==> src/rtl/sevenseg_scan_pkg.sv <==
// rtl/sevenseg_scan_pkg.sv - shared seven-segment pattern constants
package sevenseg_scan_pkg;

  localparam int NUM_DIGITS = 4;

  // Active-high patterns, bit order {g,f,e,d,c,b,a}
  localparam logic [6:0] SEG_0    = 7'h3F;
  localparam logic [6:0] SEG_1    = 7'h06;
  localparam logic [6:0] SEG_2    = 7'h5B;
  localparam logic [6:0] SEG_3    = 7'h4F;
  localparam logic [6:0] SEG_4    = 7'h66;
  localparam logic [6:0] SEG_5    = 7'h6D;
  localparam logic [6:0] SEG_6    = 7'h7D;
  localparam logic [6:0] SEG_7    = 7'h07;
  localparam logic [6:0] SEG_8    = 7'h7F;
  localparam logic [6:0] SEG_9    = 7'h6F;
  localparam logic [6:0] SEG_DASH = 7'h40;
  localparam logic [6:0] SEG_OFF  = 7'h00;

endpackage

==> src/rtl/bcd_to_seg.sv <==
// rtl/bcd_to_seg.sv - combinational BCD digit to active-high segment decoder
module bcd_to_seg
  import sevenseg_scan_pkg::*;
(
  input  logic [3:0] bcd,
  output logic [6:0] seg
);

  // Codes 10..15 show a dash so a bad upstream digit is visible, not blank
  always_comb begin
    seg = SEG_DASH;
    case (bcd)
      4'd0:    seg = SEG_0;
      4'd1:    seg = SEG_1;
      4'd2:    seg = SEG_2;
      4'd3:    seg = SEG_3;
      4'd4:    seg = SEG_4;
      4'd5:    seg = SEG_5;
      4'd6:    seg = SEG_6;
      4'd7:    seg = SEG_7;
      4'd8:    seg = SEG_8;
      4'd9:    seg = SEG_9;
      default: seg = SEG_DASH;
    endcase
  end

endmodule

==> src/rtl/sevenseg_scan.sv <==
// rtl/sevenseg_scan.sv - 4-digit multiplexed seven-segment scanner
// Per-frame digit snapshot, guard gap per slot and leading-zero blanking.
module sevenseg_scan
  import sevenseg_scan_pkg::*;
#(
  parameter int REFRESH_DIV = 100000,
  parameter int GUARD       = 2,
  parameter bit ACTIVE_LOW  = 1'b1,
  parameter bit BLANK_LZ    = 1'b1
) (
  input  logic                  clk,
  input  logic                  rst_n,
  input  logic [3:0]            thousand,
  input  logic [3:0]            hundred,
  input  logic [3:0]            ten,
  input  logic [3:0]            one,
  input  logic [NUM_DIGITS-1:0] dp_in,
  output logic [NUM_DIGITS-1:0] an,
  output logic [6:0]            seg,
  output logic                  dp,
  output logic                  frame_tick
);

  localparam int                    CW       = $clog2(REFRESH_DIV);
  localparam logic [CW-1:0]         CNT_MAX  = CW'(REFRESH_DIV - 1);
  localparam logic [CW-1:0]         GUARD_C  = CW'(GUARD);
  localparam logic [NUM_DIGITS-1:0] AN_IDLE  = {NUM_DIGITS{ACTIVE_LOW}};
  localparam logic [6:0]            SEG_IDLE = {7{ACTIVE_LOW}};

  logic [CW-1:0]                 cnt_q, cnt_d;
  logic [1:0]                    idx_q, idx_d;
  logic [NUM_DIGITS-1:0][3:0]    digit_q, digit_d;
  logic [NUM_DIGITS-1:0]         dp_shadow_q, dp_shadow_d;
  logic                          load_pending_q, load_pending_d;
  logic                          frame_tick_q, frame_tick_d;
  logic [NUM_DIGITS-1:0]         an_q, an_d;
  logic [6:0]                    seg_q, seg_d;
  logic                          dp_q, dp_d;

  logic                          tick;
  logic                          frame_end;
  logic [NUM_DIGITS-1:0]         blank;
  logic [3:0]                    cur_digit;
  logic [6:0]                    dec_seg;
  logic                          slot_blank;
  logic                          in_guard;
  logic [NUM_DIGITS-1:0]         an_hi;
  logic [6:0]                    seg_hi;
  logic                          dp_hi;

  // Prescaler, scan index and frame snapshot
  always_comb begin
    tick           = (cnt_q == CNT_MAX);
    frame_end      = tick && (idx_q == 2'd3);
    cnt_d          = tick ? '0 : cnt_q + CW'(1);
    idx_d          = tick ? idx_q + 2'd1 : idx_q;
    load_pending_d = 1'b0;
    frame_tick_d   = frame_end;
    digit_d        = digit_q;
    dp_shadow_d    = dp_shadow_q;
    if (load_pending_q || frame_end) begin
      digit_d     = {thousand, hundred, ten, one};
      dp_shadow_d = dp_in;
    end
  end

  // A digit is a leading zero only if every more significant digit is also zero
  always_comb begin
    blank    = '0;
    blank[3] = BLANK_LZ && (digit_q[3] == 4'd0);
    blank[2] = blank[3] && (digit_q[2] == 4'd0);
    blank[1] = blank[2] && (digit_q[1] == 4'd0);
    blank[0] = 1'b0;
  end

  assign cur_digit = digit_q[idx_q];

  bcd_to_seg u_bcd_to_seg (
    .bcd (cur_digit),
    .seg (dec_seg)
  );

  always_comb begin
    slot_blank = blank[idx_q];
    in_guard   = (cnt_q < GUARD_C);
    an_hi      = (in_guard || slot_blank) ? '0 : (NUM_DIGITS'(1) << idx_q);
    seg_hi     = slot_blank ? SEG_OFF : dec_seg;
    dp_hi      = !slot_blank && dp_shadow_q[idx_q];
    an_d       = an_hi ^ AN_IDLE;
    seg_d      = seg_hi ^ SEG_IDLE;
    dp_d       = dp_hi ^ ACTIVE_LOW;
  end

  always_ff @(posedge clk or negedge rst_n) begin
    if (!rst_n) begin
      cnt_q          <= '0;
      idx_q          <= '0;
      digit_q        <= '0;
      dp_shadow_q    <= '0;
      load_pending_q <= 1'b1;
      frame_tick_q   <= 1'b0;
      an_q           <= AN_IDLE;
      seg_q          <= SEG_IDLE;
      dp_q           <= ACTIVE_LOW;
    end else begin
      cnt_q          <= cnt_d;
      idx_q          <= idx_d;
      digit_q        <= digit_d;
      dp_shadow_q    <= dp_shadow_d;
      load_pending_q <= load_pending_d;
      frame_tick_q   <= frame_tick_d;
      an_q           <= an_d;
      seg_q          <= seg_d;
      dp_q           <= dp_d;
    end
  end

  assign an         = an_q;
  assign seg        = seg_q;
  assign dp         = dp_q;
  assign frame_tick = frame_tick_q;

endmodule
==> config.mk <==
export PLATFORM = sky130hd
export DESIGN_NAME = sevenseg_scan
export DESIGN_NICKNAME = d
export VERILOG_FILES = /design/src/rtl/sevenseg_scan_pkg.sv /design/src/rtl/bcd_to_seg.sv /design/src/rtl/sevenseg_scan.sv
export SDC_FILE = /design/constraint.sdc
export NUM_CORES = 1
export LEC_CHECK = 0
export ABC_CLOCK_PERIOD_IN_PS = 4900
export CORE_AREA = 2 2 80 82
export CTS_CLUSTER_SIZE = 20
export DETAILED_ROUTE_END_ITERATION = 7
export DIE_AREA = 0 0 82 84
export MAX_ROUTING_LAYER = met4
export PLACE_DENSITY = 0.66
export SLEW_MARGIN = 25
export SYNTH_ARGS = -nofsm -noshare
export SYNTH_HDL_FRONTEND = slang
export SYNTH_HIERARCHICAL = 1
export SYNTH_SLANG_ARGS = --single-unit
==> constraint.sdc <==
create_clock -name clk -period 4.9 [get_ports clk]
set_input_delay 0.98 -clock clk [delete_from_list [all_inputs] [get_ports clk]]
set_output_delay 0.98 -clock clk [all_outputs]
set_load 0.01 [all_outputs]
==> results of run 1 <==
==> registers in the layout (all words and copies together) (netlist names) <==
signal and count:
dp 1, idx_q 2, frame_tick 1, load_pending_q 1
digit_q 16, cnt_q 17, dp_shadow_q 4, seg 7
an 4
==> worst paths after layout <==
| kind | startpoint | to | slack [ns] | cells after the start |
|---|---|---|---|---|
| max in group asynchronous | rst_n | cnt_q[13] | 3.70 | 2 |
| max | dp | dp | 2.53 | 1 |
| max reg2reg | cnt_q[12] | digit_q[15] | 2.73 | 5 |
| min in group asynchronous | rst_n | digit_q[15] | 0.76 | 2 |
| min | cnt_q[0] | cnt_q[0] | 0.52 | 1 |
| min reg2reg | cnt_q[0] | cnt_q[0] | 0.52 | 1 |
==> power by group <==
part | switching, mW | internal [mW]
logic | 0.0488 | 0.0766
registers | 0.0161 | 0.472
clock network | 0.139 | 0.101
==> cell usage in the layout (no fill, tap or decap), types with 2 or more instances in the layout <==
master            n
a21o_1            2
a21oi_1           3
buf_4             2
clkbuf_8          5
clkdlybuf4s50_1  33
clkinvlp_4        2
dfrtp_1          40
dfstp_2          13
ha_1             11
inv_1            10
mux2_4           20
mux4_2            5
nand2_1          15
nand3_1           9
nand4_1           4
nor2_1           10
nor2b_1           3
nor3_1            5
nor4_1            8
nor4_4            2
o21ai_0           3
o22ai_1           3
or3_1             3
or4_1             2
xnor2_1          10
xor2_1            5
==> cell type report <==
type	instances	area (sq um)	area share (%)
clock buffers	6	72.57	2.317
clock inverters	2	15.01	0.4794
multi-input cells	137	1217	38.87
well taps	77	96.34	3.076
inverters	10	37.54	1.199
repair buffers	36	350.3	11.19
flip-flops and latches	53	1343	42.87
==> routing by layer <==
metal	track usage, %	vias up	part of all wire [%]
met5	-	-	0
met4	4.545	0	1.5
met3	3.571	6	3.6
met2	23.58	40	47
met1	21.61	774	48
li1	-	803	-
==> through the flow <==
step	util (%)	power, mW	cell area [sq um]
after floorplan	-	0.5677	2659
after global placement	49.94	0.6188	3044
after detailed placement	49.94	0.6227	3044
after CTS	51.38	0.8622	3132
after global routing	51.38	0.8994	3132
final	51.38	0.8529	3132
==> logic make-up (layout without fill, tap and decap cells) <==
logic type / Yosys count / in the layout / share of synthesized area [%]
fa+ha+maj: 11 / 11 / 5.176
mux: 26 / 26 / 15.95
compound gates: 15 / 15 / 3.717
flops: 53 / 53 / 50.49
buf+inv: 18 / 54 / 3.717
other cells: 1 / 1 / 0.1410
xor+xnor: 15 / 15 / 4.941
simple gates: 69 / 69 / 15.86
==> results.sh, run 1 <==
export IMPL_htree_levels=2
export IMPL_worst_slew_pin_slew_ns=1.002
export IMPL_critPathKind="flop to output pin"
export IMPL_tns_ns=0
export IMPL_crit_family="flip-flops"
export IMPL_wl_per_cell_um=14.16
export IMPL_max_slew_margin_pct=32.56
export IMPL_rsz0062_at_grt="false"
export IMPL_min_path_type="flop to flop"
export IMPL_clock_latency_ns=0.31
export IMPL_critPathMaxFanout=1
export IMPL_die_y_um=84
export IMPL_avgSynthCellArea_sq_um=12.78
export IMPL_drive_above_1_share_pct=24.18
export IMPL_start_util_pct=43.62
export IMPL_ys_types=39
export IMPL_syn_instance_count=208
export IMPL_yosysTopAreaCell="dfrtp_1"
export IMPL_finalSetupViolations=0
export IMPL_grt_pass1_vias=1671
export IMPL_ys_top_cells_by_count="40 x dfrtp_1, 20 x mux2_4, 15 x nand2_1"
export IMPL_grt_util_all_layers_pct=15.79
export IMPL_async_reset_ff_share_pct=100.0
export IMPL_crit_buf_inv=1
export IMPL_synth_seq_cells=53
export IMPL_n_fill_cell=555
export IMPL_clk_pin_slew_ns=0.09
export IMPL_finalWorstSetupSlack_ns=2.535
export IMPL_routed_via_density=5.056
export IMPL_status="finished clean"
export IMPL_ios=35
export IMPL_ys_dominant_reg_cell="dfrtp_1"
export IMPL_cts_inserted_buffers=5
export IMPL_fin_cells=321
export IMPL_grt_start_max_net_pins=54
export IMPL_finalHoldViolations=0
export IMPL_cts_resized_gates=0
export IMPL_path_cells="clkdlybuf4s50_1"
export IMPL_core_sq_um=6096
export IMPL_maxSlewViolCount=0
export IMPL_cts_tree="yes"
export IMPL_nNetsFinal=276
export IMPL_cts_sinks=53
export IMPL_grt_ovfl_total=0
export IMPL_drv_cap=0
export IMPL_area_growth_syn_to_layout_pct=17.79
export IMPL_yosysSeqAreaShare_pct=50.49
export IMPL_cpPeakStageDelay_ns=0.54
export IMPL_start_kind="flop"
export IMPL_cp_arrival_ns=1.39
export IMPL_setup_worst_path_end_class="output pin"
export IMPL_dp_slack_ns=2.747
export IMPL_clockBufferDepth=2
export IMPL_leakagePower_nw=1.366
export IMPL_period_share_pct=48.27
export IMPL_numPortBuffers=34
export IMPL_drtIter0Drc=64
export IMPL_cts_root_buf="clkbuf_8"
export IMPL_fmax_mhz=422.8
export IMPL_vias=1623
export IMPL_detail_route_first_pass_iterations=4
export IMPL_dieArea_sq_um=6888
export IMPL_synthTopCellsByArea="dfrtp_1 38%, dfstp_2 13%, mux2_4 11%"
export IMPL_die_x_um=82
export IMPL_syn_nets=241
export IMPL_finClkSkew_ns=0.01277
export IMPL_cp_slowest_cell="dfstp_2"
export IMPL_ant_nets=0
export IMPL_synth_top_area_share_pct=37.65
export IMPL_grt_pass1_wl_um=8086
export IMPL_synth_edf_count=0
export IMPL_required_ns=3.92
export IMPL_drc_errors=0
export IMPL_routed_wl_um=4544
export IMPL_cts_setup_buffers=0
export IMPL_dp_cells=313
export IMPL_hpwl_um=3240
export IMPL_syn_cell_area_sq_um=2659
export IMPL_whs_ns=0.5237
export IMPL_yosysMostFrequentCell="dfrtp_1"
export IMPL_power_density_nw_per_um2=272.3
export IMPL_antenna_found_initial=0
export IMPL_diodes=0
export IMPL_peakVddDrop_v=0.0001603
export IMPL_ys_warnings_count=6
export IMPL_cts_hold_buf=0
export IMPL_num_rows=29
export IMPL_place_congestion=0.8806
export IMPL_layout_min_cycle_time_ns=2.365
(Power assumes the default switching activity.)
==> run 2, diff against run 1 <==
- ABC_CLOCK_PERIOD_IN_PS: 4900 -> 2000
- PLACE_DENSITY: 0.66 -> 0.69
- clock period: 4.9 -> 2 ns (I/O delays scaled with it)
==> run 2 against run 1 <==
Die area unchanged; worst setup slack worse by 2.5 ns; via count grew 2.4%; critical path depth grew 4; critical path type is now flop to flop.
==> results.sh, run 2 (synthesized netlist as in run 1, its figures left out) <==
export IMPL_status="finished clean"
export IMPL_r2r_slack_ns=0.07
export IMPL_grt_start_max_net_pins=32
export IMPL_drc_errors=0
export IMPL_place_congestion=0.8865
export IMPL_ant_nets=0
export IMPL_cts_hold_buf=0
export IMPL_top_register="cnt_q"
export IMPL_drv_cap=0
export IMPL_routed_via_density=4.976
export IMPL_cp_arrival_ns=2.11
export IMPL_critPathMaxFanout=20
export IMPL_tns_ns=0
export IMPL_cts_inserted_buffers=5
export IMPL_leakagePower_nw=1.455
export IMPL_drtIter0Drc=82
export IMPL_clock_latency_ns=0.30
export IMPL_min_path_type="primary input to asynchronous set/reset pin"
export IMPL_start_util_pct=43.62
export IMPL_finalWorstSetupSlack_ns=0.07489
export IMPL_hpwl_um=3280
export IMPL_core_sq_um=6096
export IMPL_numPortBuffers=34
export IMPL_layout_min_cycle_time_ns=1.925
export IMPL_power_density_nw_per_um2=644.2
export IMPL_clk_pin_slew_ns=0.10
export IMPL_max_slew_margin_pct=65.75
export IMPL_num_rows=29
export IMPL_largest_reg_flops=17
export IMPL_grt_ovfl_total=0
export IMPL_cts_sinks=53
export IMPL_htree_levels=2
export IMPL_grt_pass1_vias=1580
export IMPL_routed_wl_um=4395
export IMPL_rsz0062_at_grt="false"
export IMPL_setup_worst_path_end_class="flop"
export IMPL_wl_per_cell_um=13.16
export IMPL_cts_tree="yes"
export IMPL_period_share_pct=96.26
export IMPL_antenna_found_initial=0
export IMPL_die_y_um=84
export IMPL_area_growth_syn_to_layout_pct=22.78
export IMPL_ios=35
export IMPL_start_kind="flop"
export IMPL_die_x_um=82
export IMPL_dieArea_sq_um=6888
export IMPL_grt_util_all_layers_pct=14.59
export IMPL_vias=1662
export IMPL_drive_above_1_share_pct=29.18
export IMPL_finalSetupViolations=0
export IMPL_nNetsFinal=289
export IMPL_detail_route_first_pass_iterations=5
export IMPL_n_fill_cell=546
export IMPL_postPlaceCellArea_sq_um=3167
export IMPL_dp_slack_ns=0.01858
export IMPL_diodes=0
export IMPL_worst_slew_pin_slew_ns=0.5138
export IMPL_final_common_cell="dfrtp_1"
export IMPL_maxSlewViolCount=0
export IMPL_total_power_mw=2.103
export IMPL_finalHoldViolations=0
export IMPL_final_area_sq_um=3264
export IMPL_cts_root_buf="clkbuf_8"
export IMPL_layout_common_cells="40 x dfrtp_1, 33 x clkdlybuf4s50_1, 20 x mux2_4"
export IMPL_finClkSkew_ns=0.01186
export IMPL_peakVddDrop_v=0.0004257
export IMPL_fmax_mhz=519.5
export IMPL_clockBufferDepth=2
export IMPL_regArea_sq_um=1343
export IMPL_required_ns=2.19
export IMPL_critPathKind="flop to flop"
export IMPL_multi_input_area_sq_um=1224
export IMPL_grt_pass1_wl_um=7693
[run 2: power by group]
| part | switching (mW) | internal (mW) | leakage, nW |
|---|---|---|---|
| sequential | 0.0376 | 1.16 | 0.635 |
| clock | 0.349 | 0.249 | 0.0481 |
| combinational | 0.119 | 0.193 | 0.772 |
[run 2: per-layer routing]
metal  wire length [um]  GRT usage, %  share of wire [%]
met1               2267         22.59                 52
met3                137         3.247                3.1
met5                  0             -                  0
met4                 18         3.636               0.41
met2               1973         19.36                 45
[run 2: final timing paths]
path | startpoint | endpoint | cells past startpoint
max | cnt_q[12] | dp_shadow_q[2] | 5
min | rst_n | digit_q[6] | 1
max reg2reg | cnt_q[12] | dp_shadow_q[2] | 5
min reg2reg | dp_shadow_q[3] | dp_shadow_q[3] | 1
max in group asynchronous | rst_n | an[3] | 2
min in group clk | dp_shadow_q[3] | dp_shadow_q[3] | 1
[run 2: final cells by class]
type                            instances  share of cell area [%]
Multi-Input combinational cell        137                   37.49
Inverter                               10                   1.150
Clock buffer                            5                   2.108
Tap cell                               77                   2.951
Timing Repair Buffer                   49                   14.49
Clock inverter                          3                  0.6899
Sequential cell                        53                   41.13
[run 2: timing repair]
| item | 4_1_cts | 5_1_grt |
|---|---|---|
| hold endpoints to repair | 0 | 0 |
| gates resized for setup | 0 | 2 |
| setup buffers | 0 | 0 |
| endpoints found under the setup margin | 0 | 20 |
[run 2: critical path, stage by stage, from the launching register on]
cell and delay (ns):
dfrtp_1 0.39, or4_4 0.57, nor4_4 0.26, a21oi_2 0.11
buf_12 0.18, mux2_4 0.30
[run 2: metrics by stage]
step | utilization, % | hold WS (ns) | cells
after detailed placement | 51.95 | 0.3960 | 326
after global placement | 51.95 | 0.3922 | 326
after CTS | 53.45 | 0.05797 | 334
final | 53.55 | 0.05013 | 334
after floorplan | - | 0.1044 | 208
after global routing | 53.55 | 0.07411 | 334
==> run 3, diff against run 2 <==
- ABC_CLOCK_PERIOD_IN_PS: 2000 -> 1700
- clock period: 2 -> 1.7 ns (I/O delays scaled with it)
==> run 3 against run 2 <==
Critical path type unchanged; cell count rose by 7.2%; the run now ends with negative setup slack left; sequential power is 18% higher; die area did not move; core utilization rose by 5.0 points; sequential share of layout area shrank 3.4 points; hold slack gained 0.34 ns; largest cell class unchanged; via count up 9.7%; critical endpoint is now dp_shadow_q[3]; clock power rose by 17%; non-clock buffer count rose by 24; clock-buffer cell count rose by 1; combinational power up 34%.
==> results.sh, run 3 (synthesized netlist as in run 1, its figures left out) <==
export IMPL_critPathMaxFanout=20
export IMPL_htree_levels=2
export IMPL_cts_sinks=53
export IMPL_grt_util_all_layers_pct=16.48
export IMPL_r2r_cells=5
export IMPL_place_congestion=0.8848
export IMPL_hpwl_um=3723
export IMPL_drc_errors=0
export IMPL_grt_pass1_wl_um=8321
export IMPL_layout_min_cycle_time_ns=1.947
export IMPL_critPathKind="flop to flop"
export IMPL_drtIter0Drc=106
export IMPL_die_y_um=84
export IMPL_period_share_pct=114.5
export IMPL_wl_per_cell_um=14.60
export IMPL_area_growth_syn_to_layout_pct=34.21
export IMPL_routed_via_density=5.092
export IMPL_cts_inserted_buffers=5
export IMPL_cpPeakStageDelay_ns=0.55
export IMPL_dp_cells=344
export IMPL_peakVddDrop_v=0.0004019
export IMPL_rsz0062_at_grt="true"
export IMPL_required_ns=1.90
export IMPL_core_sq_um=6096
export IMPL_diodes=0
export IMPL_ant_nets=0
export IMPL_total_power_mw=2.522
export IMPL_clk_pin_slew_ns=0.09
export IMPL_fmax_mhz=513.7
export IMPL_detail_route_first_pass_iterations=4
export IMPL_final_area_sq_um=3568
export IMPL_final_common_cell="dfrtp_1"
export IMPL_finalHoldViolations=0
export IMPL_path_cells="or4b_4 -> nor4_4 -> a21oi_2 -> buf_12 -> mux2_4"
export IMPL_layout_common_cells="38 x dfrtp_1, 34 x buf_4, 21 x mux2_4, 21 x clkdlybuf4s50_1, 15 x nand2_1"
export IMPL_drive_above_1_share_pct=41.64
export IMPL_setup_worst_path_end_class="flop"
export IMPL_finalWorstSetupSlack_ns=-0.2468
export IMPL_numPortBuffers=34
export IMPL_cp_arrival_ns=2.15
export IMPL_nNetsFinal=313
export IMPL_routed_wl_um=5227
export IMPL_ios=35
export IMPL_vias=1823
export IMPL_grt_pass1_vias=1725
export IMPL_regArea_sq_um=1345
export IMPL_finalSetupViolations=29
export IMPL_whs_ns=0.3861
export IMPL_cp_slowest_cell="or4b_4"
export IMPL_start_util_pct=43.62
export IMPL_power_density_nw_per_um2=706.8
export IMPL_die_x_um=82
export IMPL_fin_cells=358
export IMPL_dieArea_sq_um=6888
export IMPL_grt_ovfl_total=0
export IMPL_antenna_found_initial=0
export IMPL_num_rows=29
export IMPL_postPlaceCellArea_sq_um=3298
export IMPL_reg2reg_from="cnt_q[14]"
export IMPL_grt_start_max_net_pins=29
export IMPL_largest_reg_flops=17
export IMPL_maxSlewViolCount=0
export IMPL_cts_tree="yes"
export IMPL_start_kind="flop"
export IMPL_r2r_slack_ns=-0.25
export IMPL_failed_checks="negative setup slack"
export IMPL_multi_input_area_sq_um=1340
export IMPL_reg2reg_to="dp_shadow_q[3]"
export IMPL_top_register="cnt_q"
export IMPL_clock_latency_ns=0.31
export IMPL_drv_cap=0
export IMPL_leakagePower_nw=1.639
export IMPL_cts_root_buf="clkbuf_8"
export IMPL_min_path_type="primary input to asynchronous set/reset pin"
export IMPL_finClkSkew_ns=0.009795
export IMPL_status="finished, violations left"
export IMPL_clockBufferDepth=2
export IMPL_n_fill_cell=521
run 3: cell count changes in the layout (fill, tap and decap cells not counted), sizes merged:
cell / previous run / this run
buf: 16 / 39
clkdlybuf4s50: 33 / 21
dlygate4sd2: 0 / 6
dlymetal6s2s: 0 / 6
clkbuf: 5 / 6
clkinv: 3 / 2
dlygate4sd3: 0 / 1
run 3: how the worst max path moves through the flow:
| stage | from | end | slack, ns | cells past startpoint |
|---|---|---|---|---|
| after floorplan | cnt_q[14] | digit_q[0] | -0.24 | 5 |
| after global placement | cnt_q[14] | dp_shadow_q[0] | -0.22 | 5 |
| after detailed placement | cnt_q[14] | digit_q[0] | -0.24 | 5 |
| after CTS | cnt_q[14] | dp_shadow_q[3] | -0.25 | 5 |
| after global routing | cnt_q[14] | digit_q[7] | -0.32 | 5 |
| final | cnt_q[14] | dp_shadow_q[3] | -0.25 | 5 |
run 3: layout make-up:
| type | instances | share of cell area (%) |
|---|---|---|
| Timing Repair Buffer | 73 | 18.55 |
| Tap cell | 77 | 2.700 |
| Clock buffer | 6 | 2.034 |
| Inverter | 10 | 1.192 |
| Clock inverter | 2 | 0.2805 |
| Multi-Input combinational cell | 137 | 37.55 |
| Sequential cell | 53 | 37.69 |
run 3: layer usage:
layer / wire, um / share of wire (%) / up-vias / GRT usage, %
met1: 2404 / 46 / 894 / 23.68
met2: 2502 / 48 / 39 / 23.65
li1: - / - / 880 / -
met5: 0 / 0 / - / -
met4: 92 / 1.8 / 0 / 5.455
met3: 227 / 4.3 / 10 / 2.922
run 3: what timing repair did:
| action | in CTS | in global routing |
|---|---|---|
| resized for setup | 13 | 27 |
| hold buffers | 1 | 0 |
| endpoints found under the hold margin | 4 | 0 |
| pin swaps | 1 | 7 |
| buffers inserted | 3 | 2 |
| endpoints found under the setup margin | 38 | 44 |
run 3: power breakdown:
group	internal (mW)	switching (mW)	total (mW)
Combinational	0.251	0.167	0.418
Clock	0.287	0.414	0.700
Sequential	1.36	0.0448	1.40
run 3: worst max-delay path, delay by kind of cell, from the launching register on:
family / cells / cell delay [ns]
buffers and inverters: 1 / 0.18
AO/OA/AOI/OAI: 1 / 0.10
flip-flops: 1 / 0.38
AND/OR/NAND/NOR: 2 / 0.86
multiplexers: 1 / 0.30
run 3: stage by stage:
stage                     util (%)  setup WS [ns]  setup TNS [ns]
after CTS                    56.34        -0.2504          -4.955
after floorplan                  -        -0.2386          -4.878
after global placement       54.11        -0.2207          -4.544
final                        58.54        -0.2468          -4.966
after global routing         58.54        -0.3211          -7.046
after detailed placement     54.11        -0.2401          -5.080
